## config.mk

```make
export PLATFORM = sky130hd
export DESIGN_NAME = usb_rx_packet_ctrl
export DESIGN_NICKNAME = d
export VERILOG_FILES = /design/src/rtl/usb_rx_packet_ctrl.sv
export SDC_FILE = /design/constraint.sdc
export NUM_CORES = 1
export LEC_CHECK = 0
export BUFFER_PORTS_ARGS = -buffer_cell sky130_fd_sc_hd__buf_2
export CAP_MARGIN = 20
export CORE_ASPECT_RATIO = 1.1
export CORE_MARGIN = 1.5
export CORE_UTILIZATION = 40
export DETAILED_ROUTE_END_ITERATION = 16
export HOLD_SLACK_MARGIN = 0.15
export SKIP_LAST_GASP = 1
export SLEW_MARGIN = 20
export SYNTH_ARGS = -nofsm -noshare
export SYNTH_HDL_FRONTEND = slang
export SYNTH_SLANG_ARGS = --single-unit
export TNS_END_PERCENT = 5
```

## constraint.sdc

```tcl
create_clock -name clk -period 3.1 [get_ports clk]
set_clock_uncertainty 0.05 [all_clocks]
set_input_delay 0.155 -clock clk [delete_from_list [all_inputs] [get_ports clk]]
set_output_delay 0.155 -clock clk [all_outputs]
set_load 0.03 [all_outputs]
```

## src/rtl/usb_rx_packet_ctrl.sv

```systemverilog
`default_nettype none
// ============================================================================
// Module   : usb_rx_packet_ctrl
// Brief    : USB FS receive packet classifier, token filter, CRC16 stripper
//            and per-endpoint DATA0/DATA1 toggle tracker.
// Revision : 1.0
// ============================================================================
module usb_rx_packet_ctrl #(
    parameter logic [6:0] DEV_ADDR = 7'd0,
    parameter int         NUM_EP   = 4,
    parameter int         MAX_PKT  = 64
) (
    input  logic                           clk,
    input  logic                           rst,
    input  logic                           sync_det,
    input  logic                           byte_valid,
    input  logic [7:0]                     rx_byte,
    input  logic                           eop,
    input  logic                           crc5_ok,
    input  logic                           crc16_ok,
    output logic                           clear_crc,
    output logic                           data_we,
    output logic [7:0]                     data_out,
    output logic                           pkt_done,
    output logic [3:0]                     rx_pid,
    output logic [3:0]                     rx_ep,
    output logic [$clog2(MAX_PKT+1)-1:0]   rx_count
);
    localparam int              c_CW      = $clog2(MAX_PKT + 1);
    localparam int              c_EPW     = (NUM_EP > 1) ? $clog2(NUM_EP) : 1;
    localparam logic [c_CW-1:0] c_MAX     = c_CW'(MAX_PKT);
    localparam logic [4:0]      c_NUM_EP5 = 5'(NUM_EP);

    localparam logic [3:0] c_RES_DATA  = 4'd1;
    localparam logic [3:0] c_RES_OUT   = 4'd2;
    localparam logic [3:0] c_RES_IN    = 4'd3;
    localparam logic [3:0] c_RES_ACK   = 4'd4;
    localparam logic [3:0] c_RES_NAK   = 4'd5;
    localparam logic [3:0] c_RES_BAD   = 4'd6;
    localparam logic [3:0] c_RES_STALL = 4'd7;
    localparam logic [3:0] c_RES_SETUP = 4'd8;
    localparam logic [3:0] c_RES_DUP   = 4'd9;

    typedef enum logic [3:0] {
        S_IDLE    = 4'd0,
        S_PID     = 4'd1,
        S_TOK1    = 4'd2,
        S_TOK2    = 4'd3,
        S_TOK_EOP = 4'd4,
        S_DATA    = 4'd5,
        S_HSK_EOP = 4'd6,
        S_DRAIN   = 4'd7,
        S_DONE    = 4'd8
    } state_t;

    state_t            r_state, w_next;
    logic [7:0]        r_byte1;
    logic [2:0]        r_byte2_lo;
    logic [3:0]        r_pkt_code;
    logic              r_data_tgl;
    logic [7:0]        r_hold0, r_hold1;
    logic [1:0]        r_held;
    logic [c_CW-1:0]   r_count;
    logic [NUM_EP-1:0] r_toggle;
    logic              r_armed;
    logic [c_EPW-1:0]  r_arm_ep;
    logic              r_pend;
    logic [3:0]        r_res_pid, r_res_ep;
    logic [c_CW-1:0]   r_res_cnt;

    logic       w_chk_ok, w_is_tok, w_is_data, w_is_hsk;
    logic [3:0] w_pid_code, w_tok_ep, w_res_pid, w_res_ep;
    logic [2:0] w_byte2_lo;
    logic       w_tok_match, w_dup;
    logic [1:0] w_held_post;
    logic [c_CW-1:0] w_cnt_post;
    logic       w_clear_crc, w_push, w_res_load, w_res_ep_load, w_res_cnt_load;
    logic       w_arm_set, w_arm_clr, w_tgl_clr, w_tgl_flip, w_bad;
    logic       w_tok_eval, w_data_eval;

    assign w_chk_ok  = (rx_byte[7:4] == ~rx_byte[3:0]);
    assign w_is_tok  = (rx_byte[3:0] == 4'h1) || (rx_byte[3:0] == 4'h9) || (rx_byte[3:0] == 4'hD);
    assign w_is_data = (rx_byte[3:0] == 4'h3) || (rx_byte[3:0] == 4'hB);
    assign w_is_hsk  = (rx_byte[3:0] == 4'h2) || (rx_byte[3:0] == 4'hA) || (rx_byte[3:0] == 4'hE);

    always_comb begin
        w_pid_code = 4'd0;
        case (rx_byte[3:0])
            4'h1:    w_pid_code = c_RES_OUT;
            4'h9:    w_pid_code = c_RES_IN;
            4'hD:    w_pid_code = c_RES_SETUP;
            4'h2:    w_pid_code = c_RES_ACK;
            4'hA:    w_pid_code = c_RES_NAK;
            4'hE:    w_pid_code = c_RES_STALL;
            default: w_pid_code = 4'd0;
        endcase
    end

    // Second token byte may arrive in the same cycle as its eop.
    assign w_byte2_lo  = (r_state == S_TOK2) ? rx_byte[2:0] : r_byte2_lo;
    assign w_tok_ep    = {w_byte2_lo, r_byte1[7]};
    assign w_tok_match = (r_byte1[6:0] == DEV_ADDR) && ({1'b0, w_tok_ep} < c_NUM_EP5);
    assign w_held_post = (byte_valid && (r_held != 2'd2)) ? r_held + 2'd1 : r_held;
    assign w_cnt_post  = r_count + c_CW'(w_push);
    assign w_dup       = (r_data_tgl != r_toggle[r_arm_ep]);

    always_comb begin
        w_next         = r_state;
        w_clear_crc    = 1'b0;
        w_push         = 1'b0;
        w_res_load     = 1'b0;
        w_res_pid      = c_RES_BAD;
        w_res_ep_load  = 1'b0;
        w_res_ep       = w_tok_ep;
        w_res_cnt_load = 1'b0;
        w_arm_set      = 1'b0;
        w_arm_clr      = 1'b0;
        w_tgl_clr      = 1'b0;
        w_tgl_flip     = 1'b0;
        w_bad          = 1'b0;
        w_tok_eval     = 1'b0;
        w_data_eval    = 1'b0;
        if (sync_det) begin
            w_next = S_PID;
        end else begin
            case (r_state)
                S_IDLE: w_next = S_IDLE;
                S_PID: begin
                    if (byte_valid) begin
                        if (!w_chk_ok) begin
                            w_bad = 1'b1;
                        end else if (w_is_tok) begin
                            w_clear_crc = 1'b1;
                            w_arm_clr   = 1'b1;
                            w_next      = S_TOK1;
                            w_bad       = eop;
                        end else if (w_is_data) begin
                            w_clear_crc = 1'b1;
                            w_next      = S_DATA;
                            w_bad       = eop;
                            w_arm_clr   = eop;
                        end else if (w_is_hsk) begin
                            w_arm_clr = 1'b1;
                            w_next    = S_HSK_EOP;
                            if (eop) begin
                                w_res_load = 1'b1;
                                w_res_pid  = w_pid_code;
                                w_next     = S_DONE;
                            end
                        end else begin
                            w_next = eop ? S_IDLE : S_DRAIN;
                        end
                    end else if (eop) begin
                        w_next = S_IDLE;
                    end
                end
                S_TOK1: begin
                    if (byte_valid) w_next = S_TOK2;
                    w_bad = eop;
                end
                S_TOK2: begin
                    if (byte_valid) begin
                        w_next     = S_TOK_EOP;
                        w_tok_eval = eop;
                    end else begin
                        w_bad = eop;
                    end
                end
                S_TOK_EOP: begin
                    if (byte_valid) w_bad = 1'b1;
                    else            w_tok_eval = eop;
                end
                S_DATA: begin
                    if (byte_valid && (r_held == 2'd2) && (r_count == c_MAX)) begin
                        w_bad          = 1'b1;
                        w_arm_clr      = 1'b1;
                        w_res_cnt_load = 1'b1;
                    end else begin
                        w_push      = byte_valid && (r_held == 2'd2);
                        w_data_eval = eop;
                    end
                end
                S_HSK_EOP: begin
                    if (byte_valid) begin
                        w_bad = 1'b1;
                    end else if (eop) begin
                        w_res_load = 1'b1;
                        w_res_pid  = r_pkt_code;
                        w_next     = S_DONE;
                    end
                end
                S_DRAIN: if (eop) w_next = r_pend ? S_DONE : S_IDLE;
                S_DONE:  w_next = S_IDLE;
                default: w_next = S_IDLE;
            endcase
        end

        if (w_tok_eval) begin
            if (!crc5_ok) begin
                w_bad = 1'b1;
            end else if (!w_tok_match) begin
                w_next = S_IDLE;
            end else begin
                w_res_load    = 1'b1;
                w_res_pid     = r_pkt_code;
                w_res_ep_load = 1'b1;
                w_next        = S_DONE;
                w_arm_set     = (r_pkt_code != c_RES_IN);
                w_tgl_clr     = (r_pkt_code == c_RES_SETUP);
            end
        end

        if (w_data_eval) begin
            w_arm_clr      = 1'b1;
            w_res_cnt_load = 1'b1;
            if ((w_held_post != 2'd2) || !crc16_ok || !r_armed) begin
                w_bad = 1'b1;
            end else begin
                w_res_load    = 1'b1;
                w_res_pid     = w_dup ? c_RES_DUP : c_RES_DATA;
                w_res_ep_load = 1'b1;
                w_res_ep      = 4'(r_arm_ep);
                w_tgl_flip    = !w_dup;
                w_next        = S_DONE;
            end
        end

        if (w_bad) begin
            w_res_load = 1'b1;
            w_res_pid  = c_RES_BAD;
            w_next     = eop ? S_DONE : S_DRAIN;
        end
    end

    always_ff @(posedge clk) begin
        if (rst) begin
            r_state    <= S_IDLE;
            r_byte1    <= 8'd0;
            r_byte2_lo <= 3'd0;
            r_pkt_code <= 4'd0;
            r_data_tgl <= 1'b0;
            r_hold0    <= 8'd0;
            r_hold1    <= 8'd0;
            r_held     <= 2'd0;
            r_count    <= '0;
            r_toggle   <= '0;
            r_armed    <= 1'b0;
            r_arm_ep   <= '0;
            r_pend     <= 1'b0;
            r_res_pid  <= 4'd0;
            r_res_ep   <= 4'd0;
            r_res_cnt  <= '0;
            clear_crc  <= 1'b0;
            data_we    <= 1'b0;
            data_out   <= 8'd0;
            pkt_done   <= 1'b0;
            rx_pid     <= 4'd0;
            rx_ep      <= 4'd0;
            rx_count   <= '0;
        end else begin
            r_state   <= w_next;
            clear_crc <= w_clear_crc;
            data_we   <= w_push;
            pkt_done  <= (r_state == S_DONE);
            r_pend    <= w_res_load || (r_pend && (w_next != S_IDLE) && (w_next != S_PID));
            if (w_push) data_out <= r_hold0;
            if (r_state == S_DONE) begin
                rx_pid   <= r_res_pid;
                rx_ep    <= r_res_ep;
                rx_count <= r_res_cnt;
            end
            if (!sync_det && byte_valid) begin
                if (r_state == S_PID) begin
                    r_pkt_code <= w_pid_code;
                    r_data_tgl <= rx_byte[3];
                    r_held     <= 2'd0;
                    r_count    <= '0;
                end
                if (r_state == S_TOK1) r_byte1 <= rx_byte;
                if (r_state == S_TOK2) r_byte2_lo <= rx_byte[2:0];
                if (r_state == S_DATA) begin
                    case (r_held)
                        2'd0:    begin r_hold0 <= rx_byte; r_held <= 2'd1; end
                        2'd1:    begin r_hold1 <= rx_byte; r_held <= 2'd2; end
                        default: begin r_hold0 <= r_hold1; r_hold1 <= rx_byte; end
                    endcase
                end
            end
            if (w_push) r_count <= w_cnt_post;
            if (sync_det) r_held <= 2'd0;
            if (w_arm_set) begin
                r_armed  <= 1'b1;
                r_arm_ep <= w_tok_ep[c_EPW-1:0];
            end else if (w_arm_clr) begin
                r_armed <= 1'b0;
            end
            if (w_tgl_clr)  r_toggle[w_tok_ep[c_EPW-1:0]] <= 1'b0;
            if (w_tgl_flip) r_toggle[r_arm_ep] <= ~r_toggle[r_arm_ep];
            if (w_res_load)     r_res_pid <= w_res_pid;
            if (w_res_ep_load)  r_res_ep  <= w_res_ep;
            if (w_res_cnt_load) r_res_cnt <= w_cnt_post;
        end
    end

endmodule
`default_nettype wire
```

After elaboration in Yosys (flattened, before gate mapping)
Index checks and enable logic that the tools add are counted.
Widths: inputs -> output; s select.
{ "op_classes": {"addsub": 2, "order_cmp": 5, "n_eq_ne": 26, "mux": 127, "n_bitwise": 9, "n_reduce_logical": 36} }
{ "ops": {"columns": ["op", "count"], "rows": [
  ["$mux 4", 42],
  ["$mux 1", 64],
  ["$pmux 4 s6", 2],
  ["$eq 4x4->1 const B", 7],
  ["$mux 7", 3],
  ["$eq 4x2->1 const B", 4],
  ["$eq 4x3->1 const B", 4],
  ["$pmux 8 s2", 1],
  ["$logic_and 1x1->1", 9],
  ["$eq 4x1->1 const B", 2],
  ["$logic_or 1x1->1", 8],
  ["$not 4->4", 2],
  ["$pmux 4 s2", 1],
  ["$add 7x1->7", 1],
  ["$eq 7x7->1 const B", 1],
  ["$logic_not 7->1", 1],
  ["$lt 2x3->1 const B", 2],
  ["$mux 2", 3],
  ["$mux 3", 2],
  ["$not 1->1", 6],
  ["$pmux 1 s2", 3],
  ["$reduce_and 2->1", 3],
  ["$reduce_and 3->1", 2],
  ["$reduce_bool 2->1", 3],
  ["other kinds (21)", 29]
]} }
{ "word_totals": {"ff_bits": 94, "output_inout_bits": 26, "word_cells": 228} }

Logic depth before layout (Yosys ltp)
Gate-level depths: netlist (run 1).
{ "logic_depth": {"ltp_word": 19, "depth_mapped": 15, "mapped_depth_nobuf": 12} }

Worst setup path before layout (run 1)
Ideal clock, no wire load.
{ "synth_timing": {"path_type": "register -> register", "startpoint": "register r_state[0]", "endpoint": "register r_count[6]", "setup_time_ns": 0.128, "arrival_time_ns": 2.860, "t_required_ns": 2.922, "slack_ns": 0.062, "path_stages_with_launch": 16, "n_path_buf": 4, "path_cell_list": "dfxtp_1 clkbuf_1 buf_2 nor2b_1 and3_1 and3_1 clkbuf_1 clkbuf_1 ha_1 ha_1 and3_2 nand3_1 xor2_1 nor2_1 a31oi_1 nor2_1"} }
{ "synth_via": {"elab_chain_cells": 5, "word_cells_on_any_way": 9} }
{ "synth_rtl": {"columns": ["item", "line", "text"], "rows": [
  ["start, declared", "56", "state_t r_state, w_next;"],
  ["start signal, assigned", "261", "r_state <= w_next;"],
  ["$eq 4x3->1 *", "126", "case (r_state)"],
  ["$mux 1 *", "126", null],
  ["$mux 1 *", "123", "if (sync_det) begin"],
  ["named net w_push", "77", "logic w_clear_crc, w_push, w_res_load, w_res_ep_load, w_res_cnt_load;"],
  ["$add 7x1->7 or $reduce_bool 2->1 (tied branches)", null, null],
  ["$mux 7 or $reduce_and 2->1 (tied branches)", null, null],
  ["end signal, assigned", "289", "if (w_push) r_count <= w_cnt_post;"],
  ["end, declared", "63", "logic [c_CW-1:0] r_count;"]
]} }
The timed path passes the listed nets; every way through them passes the cells marked *.
A chain may end at the register's enable or synchronous reset.

Worst setup path in the final report (run 1)
{ "layout_timing": {"startpoint": "register r_state[1]", "endpoint": "register clear_crc"} }
{ "layout_via": {"elab_chain_cells": 3} }
{ "layout_rtl": {"columns": ["item", "line", "text"], "rows": [
  ["$eq 4x1->1", "126", null],
  ["$not 1->1 (no source line)", null, null],
  ["$reduce_or 5->1 (no source line)", null, null],
  ["end signal, assigned", "262", "clear_crc <= w_clear_crc;"],
  ["end, declared", "21", "output logic clear_crc,"]
]} }
Every way passes these cells.

==> results by stage, run 1 <==
Floorplanning:
- The die is 115 um tall.
- The starting density of the core is 0.414.
- The count of standard-cell rows is 40.
- The die is ~100 um wide.
- Pin placement for this block handled 41 I/O pins.
- The die outline area is around 12,000 um^2.
- In this run the standard cell core region covers 11,000 um^2.

Setup path:
- The category of the most critical setup path is register to register.
- The kind of cell with the highest combined delay on the critical path is simple AND/OR/NAND/NOR gates.
- STA classifies the critical path startpoint as a register.
- The number of buffers and inverters on the critical path is 1.
- STA classifies the critical path endpoint as a register.
- The biggest cell delay along the critical path is between 0.7 and 0.8 ns.
- The required time of the worst setup path is about 3.3 ns.
- The critical path goes through or4b_2, nor2_1, nand2_1, a2111oi_0, buf_4.
- The data arrival at the endpoint of the critical path is roughly 3 ns.
- The largest fanout on the critical path is 18.
- The largest individual stage delay along the critical path comes from the cell sky130_fd_sc_hd__or4b_2.

Timing:
- The post-route setup TNS is 0 ns.
- Setup violations remaining at the end of the flow were counted as 0.
- The clock period could shrink to 2.84 ns.
- The transition at the pin with the smallest max-transition slack is 0.924 ns.
- The final number of hold-violating endpoints is 0.
- For this run, the top clock speed supported by timing is 352 MHz.
- The max-slew violation total from the final report is 0.
- In the finished design, the share of the clock period the worst path needs comes to 0.916.
- The headroom to the max-slew limit is 0.368.
- Setup repair after global routing left no endpoint under its margin.

Power:
- The standby leakage power is 2.02 nW.
- The worst voltage drop across the vdd grid is 284 uV.
- The total power density per cell area is 482 nW/um^2.

Drt:
- The DRC violation count after routing is 0.
- The detailed-route vias per instance is 5.45.
- The wire length reported by the detailed router is 11,500 um.
- The number of detailed-route iterations in the first pass is 5.
- The final antenna-violating net count is 0.
- The routed layout has 4,009 vias.
- The first routing iteration left 355 violations.
- Dividing the detail-routed wire length by the instance count gives 15.7 um.

Clock network:
- Once the clock tree was built, the setup fixing pass inserted 0 buffers.
- The deepest clock path buffer count is 2.
- At the later pin of the worst-skew pair, clock insertion delay measures 0.34 ns.
- The clock root buffer is sky130_fd_sc_hd__clkbuf_16.
- TritonCTS built the clock tree.
- The H-tree generated during clock tree synthesis spans 3 levels.
- The tree built by TritonCTS fans out to 94 sinks.
- Clock-pin slew was measured on the worst setup and hold paths at about 0.07 ns.
- Clock tree synthesis inserted a total of 9 buffers.

Worst hold path:
- The classification of the worst-slack hold path is input pin to register.

Finish:
- The synthesis-to-finish area growth is 15.0%.
- The layout net count is between 600 and 700.
- Of the cells placed in the final design, the portion with a size suffix greater than 1 is 0.154.
- The filler cell count in the final layout is 1,103.
- The antenna diode count is 0.
- In the layout the commonest cells are sky130_fd_sc_hd__nand2_1, sky130_fd_sc_hd__dfxtp_1, sky130_fd_sc_hd__nor2_1.
- The final cell utilization of the core is 0.476.
- The library cell used most frequently in the layout, excluding fill and tap cells, is sky130_fd_sc_hd__nand2_1.

Synthesis:
- For this run, the register share of the synthesized area comes to 0.413.
- When the netlist entered floorplanning its net count stood at 576.
- The combined area of all synthesized cells is 4560 um^2.
- The unique cell type count in the Yosys netlist is 70.
- The top flip-flop cell by instance count after synthesis is sky130_fd_sc_hd__dfxtp_1.
- The portion of synthesized cell area occupied by the leading cell type is 0.413.
- After synthesis, the mean cell area works out to 8.21 um^2.
- Of all flip-flops after synthesis, the portion carrying an async set or reset was 0.
- The flop and latch count out of synthesis is 94.
- The total of warnings raised by yosys is 0.
- By area the synthesized netlist is led by sky130_fd_sc_hd__dfxtp_1, sky130_fd_sc_hd__nand2_1, sky130_fd_sc_hd__a21oi_1.
- The synthesized design spends more area on one cell type than any other, namely sky130_fd_sc_hd__dfxtp_1.
- The count of flip-flops with a built-in enable after synthesis is 0.
- Counting every instance in the synthesized netlist gives 555.

Run status:
- The flow ran to the end, and the final reports show no timing, DRC or antenna violations.

Placed design:
- The post-DP HPWL is a little over 8000 um.
- The final estimated routing congestion in global placement is 0.947.
- Input and output buffers added on the ports amount to 40.

Global routing:
- The leftover overflow at the end of global routing is 0.
- For this run, the total global-route usage over all layers was measured as 0.197.
- The initial antenna violation count came to 0.
- The pin count of the biggest net entering global routing is 47.
- The number of global-route vias before repair was about 3,800.
- The wire length of the first global-routing pass is 18,800 um.

Run:
- The number of max-cap violations is 0.
metrics by stage:
step	power [mW]	setup WS (ns)	cells	hold slack [ns]	area (um^2)
detailed placement	1.40	0.410	712	0.394	4860
finish	2.52	0.261	736	0.163	5240
global route	2.62	0.123	736	0.182	5240
CTS	2.54	0.397	736	0.155	5240
global placement	1.40	0.480	712	0.385	4860
floorplan	1.36	0.0621	555	0.245	4560
cell families (layout without fill, tap and decap cells):
group           Yosys count  after routing  synth area share
simple gates            241            241             0.261
compound gates          124            124             0.177
flops                    94             94             0.413
xor+xnor                 11             11            0.0211
mux                      29             29            0.0678
buf+inv                  50             84            0.0445
fa+ha+maj                 6              6            0.0165
final cells by class:
type                       instances  area, um^2  share of cell area
timing repair buffer              59         363              0.0692
clock inverter                     7        81.3              0.0155
sequential                        94        1880               0.359
inverter                           9        33.8             0.00644
multi-input combinational        411        2470               0.472
tap                              147         184              0.0351
clock buffer                       9         225              0.0430
power breakdown:
group / switching, mW / internal (mW)
sequential: 0.0108 / 1.21
combinational: 0.102 / 0.0580
clock: 0.503 / 0.637
layer usage:
metal  share of wire  global-route usage  wire length, um  vias up
met4           0.021              0.0658              242        0
met1            0.45               0.259             5220     1874
met2            0.47               0.323             5410      107
met5               0                   0                0        -
met3           0.058              0.0408              670       18
li1                -                   -                -     2010
repair_timing:
item                      in CTS  in global routing
gates resized for setup        0                  0
hold endpoints to repair      16                  0
hold buffers                   8                  0
synth_stat cells, types with 6 or more instances:
cell / instances
sky130_fd_sc_hd__nand2_1: 95
sky130_fd_sc_hd__dfxtp_1: 94
sky130_fd_sc_hd__nor2_1: 59
sky130_fd_sc_hd__a21oi_1: 56
sky130_fd_sc_hd__clkbuf_1: 32
sky130_fd_sc_hd__mux2i_1: 23
sky130_fd_sc_hd__nand3_1: 20
sky130_fd_sc_hd__a211oi_1: 17
sky130_fd_sc_hd__o21ai_0: 12
sky130_fd_sc_hd__inv_1: 9
sky130_fd_sc_hd__nor2b_1: 7
sky130_fd_sc_hd__xor2_1: 7
sky130_fd_sc_hd__buf_2: 6
sky130_fd_sc_hd__ha_1: 6
worst paths after layout:
| kind | startpoint | to | slack [ns] | cells past startpoint |
|---|---|---|---|---|
| setup reg to reg | r_state[1] | clear_crc | 0.26 | 5 |
| hold reg to reg | data_out[6] | data_out[6] | 0.40 | 2 |
| setup / recovery | r_state[1] | clear_crc | 0.26 | 5 |
| hold / removal | rx_byte[2] | r_byte2_lo[2] | 0.16 | 3 |
worst min-delay path: stages:
cell                      delay, ns
sky130_fd_sc_hd__buf_2         0.20
sky130_fd_sc_hd__nand3_1       0.10
sky130_fd_sc_hd__a21oi_1       0.05
flip-flops by register name, summed over array words and instances, names as in the netlist, 2 cells and up:
name and count:
r_hold0 8, r_res_ep 4, r_byte1 8, r_hold1 8, rx_pid 4, r_held 2
r_arm_ep 2, r_res_pid 4, r_count 7, rx_ep 4, data_out 8, r_state 4
r_res_cnt 7, r_toggle 4, rx_count 7, r_pkt_code 4, r_byte2_lo 3
Power figures use the tool's default switching activity.
==> run 2, diff against run 1 <==
==> constraint.sdc (replaced) <==
create_clock -name clk -period 3.1 [get_ports clk]
set_clock_uncertainty 0.05 [all_clocks]
set_input_delay 0.465 -clock clk [delete_from_list [all_inputs] [get_ports clk]]
set_output_delay 0.465 -clock clk [all_outputs]
set_load 0.03 [all_outputs]
==> results by stage, run 2 (same netlist as run 1, synthesis figures left out) <==
Floorplanning:
- The count of standard-cell rows was 40 (unchanged).
- The starting density of the core is 0.414 (unchanged).
- The die outline area is 12,000 um^2 (unchanged).
- The die span in y is 115 um (unchanged).
- The floorplan die width is 105 um (unchanged).
- The area inside the core boundary was 11,000 um^2 (unchanged).
- The count of pins on the block boundary was 41 (unchanged).

Timing:
- The total of endpoints with negative setup slack in the final report is 0 (unchanged).
- The max-slew violation total from the final report came to 0 (unchanged).
- The post-route setup TNS is 0 ns (unchanged).
- The hold slack is 0.349 ns (was 0.163 ns).
- The final critical delay including setup and external delays is 2.80 ns (was 2.84 ns).
- The transition at the pin with the smallest max-transition slack is 0.851 ns (was 0.924 ns).
- The highest clock frequency the design can meet is 358 MHz (was 352 MHz).
- Unrepaired setup endpoints after global routing: no (unchanged).
- The final number of hold-violating endpoints is 0 (unchanged).
- The headroom to the max-slew limit is 0.418 (was 0.368).
- The share of the cycle needed by the critical path after routing was 0.902 (was 0.916).

Setup path:
- The worst-path cell with the longest stage delay is sky130_fd_sc_hd__or4b_2 (unchanged).
- The biggest cell delay along the critical path came to 0.75 ns (was 0.79 ns).
- The required time of the worst setup path is 3.34 ns (about the same).
- The data arrival at the endpoint of the critical path is 3.04 ns (was 3.08 ns).
- The kind of cell with the highest combined delay on the critical path is simple AND/OR/NAND/NOR gates (unchanged).
- The number of cell instances on the worst register-to-register path is 5 (unchanged).
- The origin of the critical flop-to-flop path was r_state[2] (was r_state[1]).
- Crit-path cells: or4b_2, nor2_1, nand2_1, a2111oi_0, buf_4 (unchanged).
- The number of buffers and inverters on the critical path is 1 (unchanged).
- The largest fanout on the critical path is 20 (was 18).
- The nature of the critical path startpoint is a register (unchanged).
- The launch point of the critical path was r_state[2] (was r_state[1]).
- The end of the worst register-to-register path is clear_crc (unchanged).
- The category of the most critical setup path is register to register (unchanged).
- The reg-to-reg setup timing slack was 0.30 ns (was 0.26 ns).
- The type of element capturing the critical path is a register (unchanged).

Clock network:
- The number of buffers inserted for hold repair after clock tree synthesis is 0 (was 8).
- The number of clock sinks seen by CTS is 94 (unchanged).
- The clock root buffer is sky130_fd_sc_hd__clkbuf_16 (unchanged).
- The deepest clock path buffer count is 2 (unchanged).
- The clock transition at the registers of the reported paths is 0.07 ns (about the same).
- The H-tree level count is 3 (unchanged).
- The clock latency on the worst-skew pair is 0.35 ns (was 0.34 ns).
- The TritonCTS clock tree is done (unchanged).
- The TritonCTS buffer count is 9 (unchanged).
- The number of cells upsized or downsized after cts was 0 (unchanged).
- The total setup buffers inserted after CTS is 0 (unchanged).

Finish:
- The count of non-filler cells in the finished layout is 731 (was 736).
- The layout net count came to 600 (was 605).
- The most frequent standard cell in the layout excluding fill and tap cells is sky130_fd_sc_hd__nand2_1 (unchanged).
- The synthesis-to-finish area growth is 14.1% (was 15.0%).
- The antenna diode count is 0 (unchanged).
- The share of cells above drive strength 1 is 0.161 (was 0.154).
- Top library cells by usage in the layout, fill and taps aside: sky130_fd_sc_hd__nand2_1, sky130_fd_sc_hd__dfxtp_1, sky130_fd_sc_hd__nor2_1 (unchanged).

Placed design:
- The final estimated routing congestion in global placement is 0.912 (was 0.947).
- The total placed cells including tap cells was 715 (was 712).
- The post-DP HPWL was 8180 um (was 8270 um).
- The number of port buffers is 40 (unchanged).

Worst hold path:
- The worst hold path endpoint is r_hold1[4] (was r_byte2_lo[2]).
- The count of cells along the worst hold path is 3 (unchanged).
- The classification of the worst-slack hold path was input pin to register (unchanged).
- The worst hold path startpoint is rx_byte[4] (was rx_byte[2]).

Drt:
- The number of detailed-route iterations in the first pass is 4 (was 5).
- The per-cell routed wire length is 15.6 um (was 15.7 um).
- The final antenna-violating net count is 0 (unchanged).
- The wire length reported by the detailed router came to 11,400 um (was 11,500 um).
- The detailed-route vias per instance is 5.49 (was 5.45).
- The initial DRC count came to 234 (was 355).
- The DRC violation count after routing was 0 (unchanged).
- The total number of vias is 4,014 (was 4,009).

Global routing:
- The global routing usage summed across all routing layers is 0.199 (was 0.197).
- The leftover overflow at the end of global routing came to 0 (unchanged).
- The initial antenna violation count is 0 (unchanged).
- The number of global-route vias before repair was 3,764 (was 3,753).
- The pin count of the biggest net entering global routing is 53 (was 47).
- The wire length of the first global-routing pass was 19,000 um (was 18,800 um).

Power:
- The worst voltage drop across the vdd grid is 224 uV (was 284 uV).
- The total power draw is 2.52 mW (about the same).
- The total power density per cell area is 485 nW/um^2 (was 482 nW/um^2).
- The standby leakage power is 2.02 nW (about the same).

Run:
- The number of max-cap violations is 0 (unchanged).

Run status:
- Result of the run: finished clean (unchanged).
-- run 2: changes by cell type in the layout (fill, tap and decap cells not counted), moves of 2 or more --
cell | previous run | this run
sky130_fd_sc_hd__dlygate4sd3_1 | 8 | 0
sky130_fd_sc_hd__clkinv_4 | 0 | 2
sky130_fd_sc_hd__buf_4 | 11 | 13
sky130_fd_sc_hd__clkinvlp_4 | 3 | 1
-- run 2: worst max path at each step --
stage	endpoint	slack [ns]	cells after the start
finish	clear_crc	0.30	5
global route	r_arm_ep[0]	0.23	6
CTS	r_arm_ep[0]	0.38	6
detailed placement	r_count[6]	0.38	12
global placement	r_arm_ep[1]	0.43	6
floorplan	r_count[6]	0.06	15
-- run 2: layer usage --
layer  share of wire  track usage  vias up
li1                -            -     1999
met2            0.45        0.317      104
met5               0            0        -
met4           0.035       0.0950        0
met1            0.47        0.262     1887
met3           0.046       0.0363       24
-- run 2: where the power goes --
group          switching [mW]  internal (mW)  total [mW]
clock                   0.486          0.651        1.14
combinational           0.102         0.0549       0.157
sequential             0.0101           1.21        1.22
total                   0.598           1.92        2.52
-- run 2: layout make-up --
| cell class | count | area, um^2 |
|---|---|---|
| clock buffer | 10 | 239 |
| sequential | 94 | 1880 |
| timing repair buffer | 54 | 318 |
| clock inverter | 6 | 68.8 |
| tap | 147 | 184 |
| fill | 1090 | 5810 |
| multi-input combinational | 411 | 2470 |
| inverter | 9 | 33.8 |
-- run 2: through the flow --
stage | setup WS (ns) | utilization | area, um^2
after detailed placement | 0.385 | 0.444 | 4890
after global placement | 0.431 | 0.444 | 4890
final | 0.303 | 0.472 | 5200
after floorplan | 0.0621 | - | 4560
after CTS | 0.383 | 0.472 | 5200
after global routing | 0.230 | 0.472 | 5200
-- run 2: worst reg2reg max path: stages, from the launching register on --
cell and delay [ns]:
sky130_fd_sc_hd__dfxtp_1 0.50, sky130_fd_sc_hd__or4b_2 0.75, sky130_fd_sc_hd__nor2_1 0.40, sky130_fd_sc_hd__nand2_1 0.12
sky130_fd_sc_hd__a2111oi_0 0.69, sky130_fd_sc_hd__buf_4 0.22
